<file path="src/rtl/ddc_frame_sequencer.sv">
// ddc_frame_sequencer
// Packs digitizer event words into frames and publishes each finished frame to
// the HPS-facing PIO registers. The published set stays stable until HPS
// acknowledges it by toggling hps_read_bit (either edge).
//
// Optional build macro: DDC_SEQ_DROP_EN
//   defined   - evt_ready stays 1 after reset; words arriving while the fill
//               buffer is FULL are discarded and each discarded frame bumps a
//               saturating 8-bit drop count.
//   undefined - backpressure through evt_ready; drop count reads 0.
//
// Ports:
//   clk, reset          clock, asynchronous active-high reset
//   evt_valid/evt_ready event word handshake: a word transfers on a rising
//                       clk edge where evt_valid and evt_ready are both 1;
//                       evt_data/evt_last qualify the word
//   hps_read_bit        HPS ack toggle, asynchronous to clk
//   pio_data            published frame, word i at [i*DATA_W +: DATA_W]
//   pio_time            timestamp of the first word of the published frame
//   pio_status          {seq[15:0], word_count[7:0], drop_count[7:0]}
//   frame_pending       published frame not yet acknowledged
//   dbg_state           {publish state (1=WAIT_ACK), fill state (1=FULL)}
module ddc_frame_sequencer #(
  parameter int FRAME_WORDS = 32,
  parameter int DATA_W      = 32,
  parameter int TIME_W      = 26,
  parameter int SYNC_STAGES = 2
) (
  input  logic                          clk,
  input  logic                          reset,
  input  logic                          evt_valid,
  input  logic [DATA_W-1:0]             evt_data,
  input  logic                          evt_last,
  output logic                          evt_ready,
  input  logic                          hps_read_bit,
  output logic [FRAME_WORDS*DATA_W-1:0] pio_data,
  output logic [TIME_W-1:0]             pio_time,
  output logic [31:0]                   pio_status,
  output logic                          frame_pending,
  output logic [1:0]                    dbg_state
);

  localparam int CNT_W = $clog2(FRAME_WORDS + 1);
  localparam logic [CNT_W-1:0] LAST_IDX = CNT_W'(FRAME_WORDS - 1);

  typedef enum logic {FILL_S = 1'b0, FULL_S = 1'b1} fill_e;
  typedef enum logic {IDLE_S = 1'b0, WAIT_ACK_S = 1'b1} pub_e;

  fill_e fill_q, fill_d;
  pub_e  pub_q, pub_d;

  logic [TIME_W-1:0]             timer_q, timer_d;
  logic [FRAME_WORDS*DATA_W-1:0] buf_q, buf_d;
  // In FILL: next write index. In FULL: number of valid words in the frame.
  logic [CNT_W-1:0]              wcnt_q, wcnt_d;
  logic [TIME_W-1:0]             fill_time_q, fill_time_d;
  logic [FRAME_WORDS*DATA_W-1:0] pio_data_q, pio_data_d;
  logic [TIME_W-1:0]             pio_time_q, pio_time_d;
  logic [7:0]                    pio_cnt_q, pio_cnt_d;
  logic [15:0]                   seq_q, seq_d;
  logic                          rdy_en_q;
  logic [SYNC_STAGES-1:0]        sync_q, sync_d;
  logic                          prev_q;
  // Marks when the synchronizer and prev sample hold real samples of
  // hps_read_bit, so a pin that is already high at reset release is not an ack.
  logic [SYNC_STAGES:0]          armed_q, armed_d;
  logic [7:0]                    drop_q;

  logic fill_accept, complete, ack, publish;

  assign ack         = armed_q[SYNC_STAGES] & (sync_q[SYNC_STAGES-1] ^ prev_q);
  assign fill_accept = evt_valid & evt_ready & (fill_q == FILL_S);
  assign complete    = fill_accept & ((wcnt_q == LAST_IDX) | evt_last);
  // Publishing only looks at the registered IDLE state, so an ack arriving
  // together with a completion takes effect first and the publish follows
  // on the next cycle.
  assign publish     = (pub_q == IDLE_S) & ((fill_q == FULL_S) | complete);
  assign sync_d      = {sync_q[SYNC_STAGES-2:0], hps_read_bit};
  assign armed_d     = {armed_q[SYNC_STAGES-1:0], 1'b1};
  assign timer_d     = timer_q + TIME_W'(1);

  // State register
  always_ff @(posedge clk or posedge reset) begin
    if (reset) begin
      fill_q <= FILL_S;
      pub_q  <= IDLE_S;
    end else begin
      fill_q <= fill_d;
      pub_q  <= pub_d;
    end
  end

  // Next-state logic
  always_comb begin
    fill_d = fill_q;
    pub_d  = pub_q;
    if (complete) fill_d = FULL_S;
    if (publish)  fill_d = FILL_S;
    case (pub_q)
      IDLE_S:     if (publish) pub_d = WAIT_ACK_S;
      WAIT_ACK_S: if (ack)     pub_d = IDLE_S;
      default:    pub_d = IDLE_S;
    endcase
  end

  // State-derived outputs
  always_comb begin
`ifdef DDC_SEQ_DROP_EN
    evt_ready = rdy_en_q;
`else
    evt_ready = rdy_en_q & (fill_q == FILL_S);
`endif
    frame_pending = (pub_q == WAIT_ACK_S);
    dbg_state     = {pub_q, fill_q};
  end

  // Datapath: fill buffer write, publish copy, buffer clear
  always_comb begin
    buf_d       = buf_q;
    wcnt_d      = wcnt_q;
    fill_time_d = fill_time_q;
    pio_data_d  = pio_data_q;
    pio_time_d  = pio_time_q;
    pio_cnt_d   = pio_cnt_q;
    seq_d       = seq_q;
    if (fill_accept) begin
      if (wcnt_q == '0) fill_time_d = timer_q;
      buf_d[int'(wcnt_q)*DATA_W +: DATA_W] = evt_data;
      wcnt_d = wcnt_q + CNT_W'(1);
    end
    // The _d values already include a word completing this cycle.
    if (publish) begin
      pio_data_d = buf_d;
      pio_time_d = fill_time_d;
      pio_cnt_d  = 8'(wcnt_d);
      seq_d      = seq_q + 16'd1;
      buf_d      = '0;
      wcnt_d     = '0;
    end
  end

  always_ff @(posedge clk or posedge reset) begin
    if (reset) begin
      timer_q     <= '0;
      buf_q       <= '0;
      wcnt_q      <= '0;
      fill_time_q <= '0;
      pio_data_q  <= '0;
      pio_time_q  <= '0;
      pio_cnt_q   <= '0;
      seq_q       <= '0;
      rdy_en_q    <= 1'b0;
      sync_q      <= '0;
      prev_q      <= 1'b0;
      armed_q     <= '0;
    end else begin
      timer_q     <= timer_d;
      buf_q       <= buf_d;
      wcnt_q      <= wcnt_d;
      fill_time_q <= fill_time_d;
      pio_data_q  <= pio_data_d;
      pio_time_q  <= pio_time_d;
      pio_cnt_q   <= pio_cnt_d;
      seq_q       <= seq_d;
      rdy_en_q    <= 1'b1;
      sync_q      <= sync_d;
      prev_q      <= sync_q[SYNC_STAGES-1];
      armed_q     <= armed_d;
    end
  end

`ifdef DDC_SEQ_DROP_EN
  // Words arriving while FULL are swallowed; dcnt tracks position inside the
  // discarded frame so its completing word can be counted.
  logic [CNT_W-1:0] dcnt_q, dcnt_d;
  logic [7:0]       drop_d;
  logic             drop_accept, drop_done;

  assign drop_accept = evt_valid & evt_ready & (fill_q == FULL_S);
  assign drop_done   = drop_accept & ((dcnt_q == LAST_IDX) | evt_last);

  always_comb begin
    dcnt_d = dcnt_q;
    drop_d = drop_q;
    if (drop_done) begin
      dcnt_d = '0;
      if (drop_q != 8'hFF) drop_d = drop_q + 8'd1;
    end else if (drop_accept) begin
      dcnt_d = dcnt_q + CNT_W'(1);
    end
  end

  always_ff @(posedge clk or posedge reset) begin
    if (reset) begin
      dcnt_q <= '0;
      drop_q <= '0;
    end else begin
      dcnt_q <= dcnt_d;
      drop_q <= drop_d;
    end
  end
`else
  assign drop_q = '0;
`endif

  assign pio_data   = pio_data_q;
  assign pio_time   = pio_time_q;
  assign pio_status = {seq_q, pio_cnt_q, drop_q};

endmodule

</file>
<file path="config.mk">
export PLATFORM = sky130hd
export DESIGN_NAME = ddc_frame_sequencer
export DESIGN_NICKNAME = d
export VERILOG_FILES = /design/src/rtl/ddc_frame_sequencer.sv
export SDC_FILE = /design/constraint.sdc
export NUM_CORES = 2
export LEC_CHECK = 0
export BUFFER_PORTS_ARGS = -buffer_cell sky130_fd_sc_hd__buf_2
export CORE_ASPECT_RATIO = 1.75
export CORE_MARGIN = 1.5
export CORE_UTILIZATION = 38
export CTS_CLUSTER_SIZE = 10
export DETAILED_ROUTE_END_ITERATION = 8
export MAX_ROUTING_LAYER = met4
export PLACE_DENSITY = 0.53
export SYNTH_ARGS = -nofsm -noshare
export SYNTH_HDL_FRONTEND = slang
export SYNTH_SLANG_ARGS = --single-unit
</file>
<file path="constraint.sdc">
create_clock -name clk -period 96.8 [get_ports clk]
set_clock_uncertainty 0.2 [all_clocks]
set_input_delay 19.36 -clock clk [delete_from_list [all_inputs] [get_ports clk]]
set_output_delay 19.36 -clock clk [all_outputs]
set_load 0.01 [all_outputs]
</file>
======== After elaboration in Yosys (flattened, before gate mapping) ========
Cells that the tools add are included.
W data, S select, Z words.
storage, ports and cells
  flip-flop bits (word level) ............. 2163
  input bits .............................. 37
  word-level logic and storage cells ...... 46
cells by class
  add/subtract/negate cells ............... 4
  eq/ne operators ......................... 1
  shift operators ......................... 2
  multiplexer cells ....................... 12
  bitwise gates (word level) .............. 11
  reductions and logical operators ........ 2
operators with widths
  operator                      count
  $mux W1024                    2
  $bwmux W1024                  1
  $shift A32 B33 Y1024 const A  1
  $shiftx A32 B33 Y1024         1
  $mux W26                      2
  $neg A11 Y33                  1
  $add A26 B1 Y26 const B       1
  $add A16 B1 Y16 const B       1
  $mux W6                       2
  $add A6 B1 Y6 const B         1
  $and A1 B1 Y1                 6
  $eq A6 B5 Y1 const B          1
  $logic_not A6 Y1              1
  $mux W1                       4
  $not A1 Y1                    2
  $or A1 B1 Y1                  2
  $pmux W1 S2                   1
  $reduce_bool A2 Y1            1
  $xor A1 B1 Y1                 1

======== Longest topological paths before layout ========
  word-level depth ........................ 9
  gate-level depth with buffers ........... 12
  mapped depth without buffers ............ 8

======== Least setup slack after synthesis ========
Ideal clock, no wire load.
  path kind ............................... in2reg
  start point ............................. in evt_valid
  end point ............................... reg pio_time_q[10], in the netlist pio_time[10]
  library setup time ...................... 0.125 ns
  arrival ................................. 21.072 ns
  setup slack ............................. 75.403 ns
  stages .................................. 7
  path buffers ............................ 3
  path through ............................ and3b_1 buf_2 nand3_1 buf_2 buf_1 mux2_2 mux2_2
RTL lines
  item                        RTL line  text
  start: declaration          31        input logic evt_valid,
  $and A1 B1 Y1 (2 in a row)  72        assign fill_accept = evt_valid & evt_ready & (fill_q == FILL_S);
  $mux W26                    126       if (fill_accept) begin
  named net fill_time_d[10]   56        logic [TIME_W-1:0] fill_time_q, fill_time_d;
  end signal: assignment      162       pio_time_q <= pio_time_d;
  end: declaration            58        logic [TIME_W-1:0] pio_time_q, pio_time_d;
The timed path passes the listed nets, and every way through them passes these cells.
A chain may end at the register's enable or synchronous reset.

======== Final worst setup path ========
  start point ............................. in evt_valid
  end point ............................... reg pio_data_q[834], in the netlist pio_data[834]
between the ends
  longest elaborated chain between the ends .. 5
RTL lines
  item                            RTL line  text
  $and A1 B1 Y1 (*) (2 in a row)  72
  $and A1 B1 Y1                   73        assign complete = fill_accept & ((wcnt_q == LAST_IDX) | evt_last);
  $or A1 B1 Y1                    77        assign publish = (pub_q == IDLE_S) & ((fill_q == FULL_S) | complete);
  $and A1 B1 Y1                   77
  end signal: assignment          161       pio_data_q <= pio_data_d;
  end: declaration                57        logic [FRAME_WORDS*DATA_W-1:0] pio_data_q, pio_data_d;
Mark *: on every way between the ends. The rest lies on a longest branch, timed or not.

==> results_dict.tcl <==
set metrics [dict create \
    cts_buffer_depth 4 \
    timing.hold.ws_ns 0.147 \
    postRouteAntennaNets 0 \
    yosys.area.top_type "dfrtp_1" \
    clock_sinks 2162 \
    synth_mux_area_share_pct 10.8 \
    via_per_inst 5.23 \
    startpoint_type "primary input" \
    ir_drop_mv 0.0321 \
    synthDistinctLibCells 58 \
    rsz0062_at_grt "false" \
    synthToLayoutAreaGrowth_pct 16.8 \
    report.final.setup_viol 0 \
    netlist_area_um2 84200 \
    slowest_delay_ns 0.88 \
    crit_required_ns 97.39 \
    fmax_ghz 0.0396 \
    antenna_found_initial 28 \
    avgSynthCellArea_um2 11.0 \
    synth_flop_cell "dfrtp_1" \
    die_w_um 359 \
    cp-endpoint "pio_data[834]" \
    cp_common_cell "buf_4" \
    yosys_warnings 0 \
    critical_path_class "in2reg" \
    synthAdderAreaFrac_pct 0.0743 \
    synth-edff-count 0 \
    path_clk_slew_ns 0.05 \
    dieHeight_um 626 \
    final-max-slew-violation-count 0 \
    ys_seq_area_share_pct 64.3 \
    p_total_uw 3150 \
    cts_tree "done" \
    drive_gt1_share_pct 18.8 \
    synth_compound_area_share_pct 7.87 \
    synth_xor_area_share_pct 0.519 \
    cts_root_buf "clkbuf_16" \
    rows 228 \
    clk_latency_ns 0.90 \
    cts_made_buffers 244 \
    crit_path_end_kind "register" \
    core_area_um2 220000 \
    fin_crit_ns 25.27 \
    crit_fanout 244 \
    initial_core_util_pct 38.2 \
    wl_um 305000 \
    drc_errors 0 \
    slew_headroom_pct 18.6 \
    ioPinCount 1123 \
    num_vias 60100 \
    setup-tns-final_ns 0 \
    grt_pass1_wl_um 432000 \
    cts_setup_buffers 0 \
    p_per_area_nw_per_um2 32.0 \
    critical_path.slowest_cell "buf_4" \
    r2r-start "wcnt_q[0]" \
    async_flop_share_pct 100 \
    worst-slew-pin-transition_ns 1.22 \
    gr-usage-all-layers_pct 27.5 \
    grt_pass1_vias 59400 \
    synth_top_area_share_pct 64.3 \
    crit_path_cell_trace "buf_2 -> nand3b_1 -> o41ai_4 -> buf_4 -> and2_4 -> buf_12 -> buf_4 -> buf_4 -> buf_4 -> buf_4 -> nor2_1 -> a21oi_1" \
    wl_per_cell_um 26.5 \
    worstRegToRegCells 12 \
    whs_path_depth 0 \
    ys_ff_latch 2162 \
    status "complete, no violations" \
    die_area_um2 224000 \
    fin_crit_sh_pct 26.1 \
    p_leak_uw 0.0488 \
    hp-class "reg2reg" \
    overflow 0 \
    synthSimpleGateAreaFrac_pct 12.9 \
    cts-hold-fix-buffers 0 \
    drt_iter0_drc 4975 \
    syn-instance-count 7628 \
    synthTopCellsByArea "dfrtp_1 64%, nor2_1 9.8%, mux2i_1 9.7%, a21oi_1 6.7%, buf_2 2.3%" \
    post_cts_resized 0 \
    startpoint "evt_valid" \
    hold_viol_final 0 \
    dp_hpwl_um 206000 \
    critical_path_arrival_ns 25.86 \
    nNetsFinal 8604 \
    max_cap_viol_count 0 \
    grt_max_degree 245 \
    drt_first_pass_iters 6 \
    routabilityCongestion 0.831 \
    worstReg2RegEnd "pio_data[834]" \
    io_buffers 1112 \
    synth_top_family_by_area "simple AND/OR/NAND/NOR gates" \
    rrSetupSlack_ns 89.19 \
    h-tree-depth 4 \
]
[kinds of logic after synthesis]
| logic type | after synthesis |
|---|---|
| xor gates and xnor gates | 49 |
| DFF | 2162 |
| muxes | 898 |
| adders and majority gates | 5 |
| other | 2 |
| AOI/OAI and AO/OA | 1241 |
| and+or+nand+nor | 2640 |
| buffers and inverters | 631 |
[sequential cells by signal, indices dropped and copies added (netlist names)]
| register | flops |
|---|---|
| armed_q | 3 |
| buf_q | 1024 |
| fill_q | 1 |
| fill_time_q | 26 |
| frame_pending | 1 |
| pio_cnt_q | 6 |
| pio_data | 1024 |
| pio_time | 26 |
| prev_q | 1 |
| seq_q | 16 |
| sync_q | 2 |
| timer_q | 26 |
| wcnt_q | 6 |
[layout make-up]
| type | instances | area, µm² |
|---|---|---|
| Fill cell | 21200 | 122000 |
| Multi-Input combinational cell | 4844 | 27300 |
| Sequential cell | 2162 | 54100 |
| Clock inverter | 11 | 178 |
| Antenna cell | 41 | 103 |
| Clock buffer | 251 | 6150 |
| Tap cell | 2875 | 3600 |
| Inverter | 75 | 289 |
| Timing Repair Buffer | 1235 | 6560 |
[placed cells by master (no fill, tap or decap), drive strengths merged, types with 4 or more instances in the layout]
master  synthesis  final
a211oi          9      9
a21oi        1134   1134
a22oi          81     81
and2          101    101
and3           70     70
and3b           4      4
buf           428   1235
clkbuf        128    251
clkinv          0      6
conb            2     11
dfrtp        2162   2162
diode           0     41
ha              5      5
inv            75     78
mux2           84     84
mux2i         814    814
nand2          85     85
nand2b          8      8
nand3          26     26
nand4          14     14
nor2         2203   2203
nor2b           5      5
nor3           67     67
nor4            7      7
nor4b          32     32
o21ai           4      4
or3             4      4
xnor2          37     37
xor2           12     12
[per-stage QoR]
stage,utilization [%],cell area [µm²],setup WS [ns],std cells
floorplan,-,84200,16.16,7637
global placement,41.7,91900,71.01,11200
detailed placement,41.7,91900,70.93,11200
CTS,44.6,98200,71.86,11500
global route,44.6,98200,71.12,11500
finish,44.6,98300,71.53,11500
[where the power goes]
part / internal, µW / switching [µW]
Combinational: 318 / 723
Sequential: 1130 / 172
Clock: 446 / 358
Total: 1900 / 1250
[synth_stat cells, drive strengths merged (2+ instances only)]
cell type / number
dfrtp: 2162
nand4: 14
inv: 75
xnor2: 37
nor3b: 2
a2111oi: 3
mux2: 84
clkbuf: 128
and2: 101
a31oi: 3
or4: 3
nor3: 67
buf: 428
and3b: 4
mux2i: 814
or3: 4
o21ai: 4
or2: 2
a211oi: 9
and3: 70
nor4: 7
xor2: 12
a21oi: 1134
nand2b: 8
and4: 3
nor4b: 32
nand3: 26
nand2: 85
nor2: 2203
conb: 2
a22oi: 81
nor2b: 5
ha: 5
[how the worst min path moves through the flow]
stage | start | slack (ns) | end
2_1_floorplan | armed_q[1] | 0.13 | armed_q[2]
6_report | sync_q[0] | 0.15 | sync_q[1]
3_5_place_dp | sync_q[0] | 0.14 | sync_q[1]
3_3_place_gp | sync_q[0] | 0.13 | sync_q[1]
4_1_cts | sync_q[0] | 0.15 | sync_q[1]
5_1_grt | armed_q[1] | 0.16 | armed_q[2]
[worst max-delay path, delay by kind of cell]
family	cells	cell delay, ns
simple gates	3	1.03
compound gates	2	0.55
buf+inv	7	4.30
[per-layer routing]
metal | routed length (µm) | GRT usage [%] | vias up
met5 | 0 | - | -
met2 | 145000 | 43.6 | 1898
met4 | 11600 | 8.94 | 0
li1 | - | - | 27100
met3 | 26600 | 8.13 | 415
met1 | 122000 | 33.4 | 30700
No activity file was read; power rests on OpenSTA's default activity.
